## src/rtl/bus_arbiter.sv

```systemverilog
// bus_arbiter: round-robin arbiter and sequencer for the shared 64-bit
// tri-state data bus. Grants at most one requester at a time. Inserts one
// all-off turnaround cycle between owners. Bounds each tenure to MAX_HOLD
// cycles.
//
// Ports:
//   clk      rising-edge clock
//   rst_n    synchronous active-low reset
//   req      per-requester level request
//   gnt      one-hot-or-zero grant (tristatebuf64 sel per requester)
//   owner    binary index of the current grantee, 0 when idle
//   busy     high while any gnt bit is high
//   timeout  one-cycle pulse in the first turnaround after a forced release
module bus_arbiter #(
  parameter int unsigned N        = 4,
  parameter int unsigned MAX_HOLD = 16,
  parameter int unsigned IDW      = 2
) (
  input  logic           clk,
  input  logic           rst_n,
  input  logic [N-1:0]   req,
  output logic [N-1:0]   gnt,
  output logic [IDW-1:0] owner,
  output logic           busy,
  output logic           timeout
);

  // Hold counter wide enough for the largest legal MAX_HOLD (255).
  localparam int unsigned CW = 8;

  // Reject illegal parameterisations at elaboration.
  if (N < 2 || N > 8) begin : g_bad_n
    $error("bus_arbiter: N must be in 2..8");
  end
  if (MAX_HOLD < 1 || MAX_HOLD > 255) begin : g_bad_hold
    $error("bus_arbiter: MAX_HOLD must be in 1..255");
  end
  if (IDW != $clog2(N)) begin : g_bad_idw
    $error("bus_arbiter: IDW must equal clog2(N)");
  end

  typedef enum logic [1:0] {
    S_IDLE  = 2'd0,
    S_GRANT = 2'd1,
    S_TURN  = 2'd2
  } state_t;

  state_t         state;
  state_t         state_nxt;
  logic [IDW-1:0] ptr;
  logic [IDW-1:0] ptr_nxt;
  logic [CW-1:0]  cnt;
  logic [CW-1:0]  cnt_nxt;
  logic [N-1:0]   gnt_nxt;
  logic [IDW-1:0] owner_nxt;
  logic           busy_nxt;
  logic           timeout_nxt;

  logic [2*N-1:0] req_dbl;
  logic [N-1:0]   req_rot;
  logic           win_vld;
  logic [IDW-1:0] win_off;
  logic [IDW:0]   win_sum;
  logic [IDW-1:0] win_idx;
  logic [IDW-1:0] ptr_inc;
  logic           own_req;
  logic           hold_max;
  logic           rel;

  // Rotate req so bit 0 is the requester at ptr; first set bit is the winner.
  always_comb begin
    req_dbl = {req, req};
    req_rot = N'(req_dbl >> ptr);
    win_vld = 1'b0;
    win_off = '0;
    for (int unsigned j = 0; j < N; j++) begin
      if (!win_vld && req_rot[j]) begin
        win_vld = 1'b1;
        win_off = IDW'(j);
      end
    end
    win_sum = {1'b0, ptr} + {1'b0, win_off};
    if (win_sum >= (IDW+1)'(N)) begin
      win_idx = IDW'(win_sum - (IDW+1)'(N));
    end else begin
      win_idx = IDW'(win_sum);
    end
  end

  // Tenure bookkeeping: gnt is one-hot of owner, so req & gnt is req[owner].
  always_comb begin
    own_req  = |(req & gnt);
    hold_max = (cnt == CW'(MAX_HOLD));
    rel      = !own_req || hold_max;
    if (owner == IDW'(N - 1)) begin
      ptr_inc = '0;
    end else begin
      ptr_inc = owner + IDW'(1);
    end
  end

  // State and registered outputs.
  always_ff @(posedge clk) begin
    if (!rst_n) begin
      state   <= S_IDLE;
      ptr     <= '0;
      cnt     <= '0;
      gnt     <= '0;
      owner   <= '0;
      busy    <= 1'b0;
      timeout <= 1'b0;
    end else begin
      state   <= state_nxt;
      ptr     <= ptr_nxt;
      cnt     <= cnt_nxt;
      gnt     <= gnt_nxt;
      owner   <= owner_nxt;
      busy    <= busy_nxt;
      timeout <= timeout_nxt;
    end
  end

  // Next-state logic. TURN arbitrates exactly like IDLE.
  always_comb begin
    state_nxt = state;
    case (state)
      S_IDLE, S_TURN: begin
        state_nxt = win_vld ? S_GRANT : S_IDLE;
      end
      S_GRANT: begin
        if (rel) begin
          state_nxt = S_TURN;
        end
      end
      default: begin
        state_nxt = S_IDLE;
      end
    endcase
  end

  // Next values of the registered outputs, pointer and hold counter.
  always_comb begin
    gnt_nxt     = gnt;
    owner_nxt   = owner;
    busy_nxt    = busy;
    timeout_nxt = 1'b0;
    ptr_nxt     = ptr;
    cnt_nxt     = cnt;
    case (state)
      S_IDLE, S_TURN: begin
        gnt_nxt   = '0;
        owner_nxt = '0;
        busy_nxt  = 1'b0;
        cnt_nxt   = '0;
        if (win_vld) begin
          gnt_nxt   = N'(1) << win_idx;
          owner_nxt = win_idx;
          busy_nxt  = 1'b1;
          cnt_nxt   = CW'(1);
        end
      end
      S_GRANT: begin
        if (rel) begin
          // Forced release only flags timeout if the owner still wanted the bus.
          gnt_nxt     = '0;
          owner_nxt   = '0;
          busy_nxt    = 1'b0;
          timeout_nxt = own_req;
          ptr_nxt     = ptr_inc;
          cnt_nxt     = '0;
        end else begin
          cnt_nxt = cnt + CW'(1);
        end
      end
      default: begin
        gnt_nxt   = '0;
        owner_nxt = '0;
        busy_nxt  = 1'b0;
        cnt_nxt   = '0;
      end
    endcase
  end

  // Bus safety: never two drivers, never a direct owner-to-owner handover.
  a_onehot: assert property (@(posedge clk) $onehot0(gnt));
  a_no_handover: assert property (@(posedge clk)
    ((gnt != '0) && ($past(gnt) != '0)) |-> (gnt == $past(gnt)));
  a_busy: assert property (@(posedge clk) busy == (gnt != '0));

endmodule
```

## config.mk

```make
export PLATFORM = sky130hd
export DESIGN_NAME = bus_arbiter
export DESIGN_NICKNAME = d
export VERILOG_FILES = /design/src/rtl/bus_arbiter.sv
export SDC_FILE = /design/constraint.sdc
export NUM_CORES = 1
export LEC_CHECK = 0
export ABC_AREA = 1
export CELL_PAD_IN_SITES_DETAIL_PLACEMENT = 1
export CELL_PAD_IN_SITES_GLOBAL_PLACEMENT = 2
export CORE_ASPECT_RATIO = 1.5
export CORE_UTILIZATION = 30
export DETAILED_ROUTE_END_ITERATION = 16
export DONT_BUFFER_PORTS = 1
export GPL_TIMING_DRIVEN = 1
export PLACE_DENSITY_LB_ADDON = 0.1
export SLEW_MARGIN = 30
export SYNTH_ARGS = -nofsm -noshare
export SYNTH_HDL_FRONTEND = slang
export SYNTH_SLANG_ARGS = --single-unit
```

## constraint.sdc

```tcl
create_clock -name clk -period 1.7 [get_ports clk]
set_input_delay 0.34 -clock clk [delete_from_list [all_inputs] [get_ports clk]]
set_output_delay 0.34 -clock clk [all_outputs]
set_load 0.01 [all_outputs]
```

==> results.json <==
{
  "outcome": "completed",
  "power_switching_mw": 0.9357,
  "clk_pin_slew_ns": 0.08,
  "drive_gt1_frac": 0.3061,
  "ys_ff_latch": 20,
  "cts_buffer_depth": 2,
  "min_from": "rst_n",
  "setup_tns_ns": 0,
  "postSynthAreaPerCell_um2": 7.217,
  "die_h_um": 72.57,
  "final_nets": 158,
  "grt-ovfl-total": 0,
  "cp_num_buf_inv": 1,
  "powerDensity_nw_per_um2": 1777,
  "drc": 0,
  "first_global_vias": 971,
  "cts_buffers": 3,
  "swShare": 0.4191,
  "syn_inst": 138,
  "dpl_cell_area_um2": 1076,
  "path_cells": "nand2_1 -> nand3_2 -> nand2_2 -> nand3_2 -> a21boi_2 -> ha_2 -> xor2_2 -> inv_1 -> nand3_2 -> nand2_4 -> nand2_1 -> nand2_1",
  "period_share": 0.9581,
  "yosys_warnings": 0,
  "hold_end": "ptr[1]$_SDFFE_PN0P_",
  "rsz0062_at_grt": "yes",
  "slew_violations": 0,
  "grt_start_max_net_pins": 13,
  "vdd_ir_drop_max_mv": 0.6660,
  "gp_congestion": 0.7634,
  "io_buffer_count": 0,
  "slew_headroom": 0.8341,
  "rows": 25,
  "power_frac_comb": 0.446,
  "final_common_cell": "nand2_1",
  "dpl.hpwl_um": 1960,
  "dieWidth_um": 49.05,
  "start_util": 0.3152,
  "initialDrtViolationCount": 5,
  "holdPathStages": 2,
  "setup_slack_ns": 0.07123,
  "crit_fanout": 6,
  "r2r_start": "ptr[0]$_SDFFE_PN0P_",
  "critPathLaunchType": "flop",
  "grt_first_pass_wirelength_um": 4243,
  "share_seq_of_total_power": 0.339,
  "cts_sinks": 20,
  "cts_tree": "done",
  "wl_um": 2526,
  "vias_per_cell": 4.850,
  "syn_area_um2": 996.0,
  "leakagePower_nw": 0.5491,
  "drt.antenna.violating_nets": 0,
  "setup_violations": 0,
  "r2r_slack_ns": 0.07,
  "fin_crit_ns": 1.629,
  "fp.coreArea_um2": 3159,
  "critical_path_class": "reg2reg",
  "cts-root-buf": "clkbuf_8",
  "wl_per_cell_um": 13.51,
  "ios": 14,
  "worst-slew-pin-transition_ns": 0.2485,
  "ff2ff_path_depth": 12,
  "p_int_mw": 1.297,
  "end_kind": "flop",
  "synth_cell_types": 23,
  "first_pass_iters": 2,
  "final_cell_area_um2": 1256,
  "vias": 907,
  "dieArea_um2": 3559,
  "final_cell_mix": "28 x nand2_1, 18 x dfxtp_1, 16 x nand3_1",
  "crit_slowest_cell": "dfxtp_4",
  "antenna_found_initial": 0,
  "power.share.clock": 0.215,
  "fin_skew_ns": 0.006120,
  "crit_family": "simple AND/OR/NAND/NOR gates",
  "final_util": 0.3976,
  "area_growth_pct": 26.13,
  "pre_cts_ws_ns": -0.1691,
  "htreeDepth": 1,
  "synth_nets": 148,
  "n_antenna_cell": 0,
  "track_usage": 0.1598,
  "seq_area_frac_synth": 0.4020,
  "hold_violations": 0,
  "max-cap-violations": 0,
  "hp-class": "in2reg",
  "max_stage_delay_ns": 0.38,
  "cp.arrival_ns": 1.79,
  "clkLatencyLatePin_ns": 0.26,
  "r2r_end": "owner[1]$_SDFFE_PN0P_",
  "required_ns": 1.86,
  "fmax_mhz": 614.0
}
-- power groups by stage --
stage	combinational [mW]	sequential [mW]	clock (mW)
after global routing	1.12	0.778	0.517
final	0.996	0.756	0.480
after global placement	0.808	0.746	0
after detailed placement	0.816	0.752	0
after floorplan	0.592	0.705	0
after CTS	0.920	0.755	0.503
-- worst max path at each step --
stage	cells past startpoint	endpoint	start
6_report	12	owner[1]$_SDFFE_PN0P_	ptr[0]$_SDFFE_PN0P_
5_1_grt	12	owner[1]$_SDFFE_PN0P_	ptr[0]$_SDFFE_PN0P_
4_1_cts	13	owner[1]$_SDFFE_PN0P_	ptr[0]$_SDFFE_PN0P_
3_3_place_gp	13	gnt[2]$_SDFFE_PN0P_	ptr[0]$_SDFFE_PN0P_
2_1_floorplan	13	gnt[3]$_SDFFE_PN0P_	ptr[0]$_SDFFE_PN0P_
3_5_place_dp	13	gnt[3]$_SDFFE_PN0P_	ptr[0]$_SDFFE_PN0P_
-- routing by layer --
metal | GRT usage | wire (µm)
met1 | 0.1452 | 900
met2 | 0.3194 | 1508
met3 | 0.03542 | 75
met4 | 0.08824 | 42
met5 | 0 | 0
-- metrics by stage --
| step | power (mW) | hold slack [ns] | std cells |
|---|---|---|---|
| after floorplan | 1.297 | 0.4560 | 138 |
| after global placement | 1.553 | 0.4852 | 182 |
| after detailed placement | 1.568 | 0.4848 | 182 |
| after CTS | 2.178 | 0.3426 | 187 |
| after global routing | 2.419 | 0.3626 | 187 |
| final | 2.233 | 0.3439 | 187 |
-- flip-flops by register name, indices dropped and copies added (netlist names) --
name,flops
cnt,8
gnt,4
timeout,1
owner,2
state,2
ptr,2
busy,1
-- cell families (layout without fill, tap and decap cells) --
logic type | Yosys count | after routing | synth area share
adder cells (fa/ha/maj) | 4 | 4 | 0.05025
AO/OA/AOI/OAI | 8 | 8 | 0.05152
XOR/XNOR | 5 | 5 | 0.04397
buffers and inverters | 19 | 28 | 0.07663
flip-flops | 20 | 20 | 0.4020
AND/OR/NAND/NOR | 82 | 82 | 0.3756
-- worst register-to-register path: stages (launching register included) --
cell	delay, ns
dfxtp_4	0.38
nand2_1	0.11
nand3_2	0.08
nand2_2	0.09
nand3_2	0.06
a21boi_2	0.13
ha_2	0.20
xor2_2	0.15
inv_1	0.08
nand3_2	0.08
nand2_4	0.08
nand2_1	0.06
nand2_1	0.05
-- layout make-up --
class	instances	area, µm²
Multi-Input combinational cell	99	610.6
Timing Repair Buffer	6	45.04
Tap cell	40	50.05
Sequential cell	20	405.4
Clock inverter	1	30.03
Clock buffer	3	41.29
Fill cell	398	1903
Inverter	18	73.82
-- synthesized netlist by cell type --
library cell | count | area (µm²)
o21ai_2 | 1 | 8.760
xnor2_1 | 1 | 8.760
xor2_1 | 4 | 35.03
nor2_1 | 11 | 41.29
a21boi_0 | 1 | 7.510
buf_4 | 1 | 7.510
nor2_2 | 1 | 6.260
nor3b_1 | 1 | 7.510
nand3_1 | 26 | 130.1
ha_1 | 4 | 50.05
nor2_4 | 1 | 11.26
nor3_1 | 2 | 10.01
o21a_2 | 1 | 8.760
o21ai_1 | 2 | 10.01
nand4_1 | 2 | 12.51
a21oi_1 | 2 | 10.01
inv_1 | 13 | 48.80
a31oi_1 | 1 | 6.260
dfxtp_1 | 20 | 400.4
inv_2 | 4 | 15.01
clkinv_2 | 1 | 5.000
nand2_1 | 33 | 123.9
nand2_2 | 5 | 31.28
-- what timing repair did --
action / in CTS / in global routing
setup buffers: 1 / 0
pin swaps: 7 / 7
resized for setup: 14 / 14
hold buffers: 0 / 0
setup endpoints to repair: 5 / 5
Power figures use the tool's default switching activity.
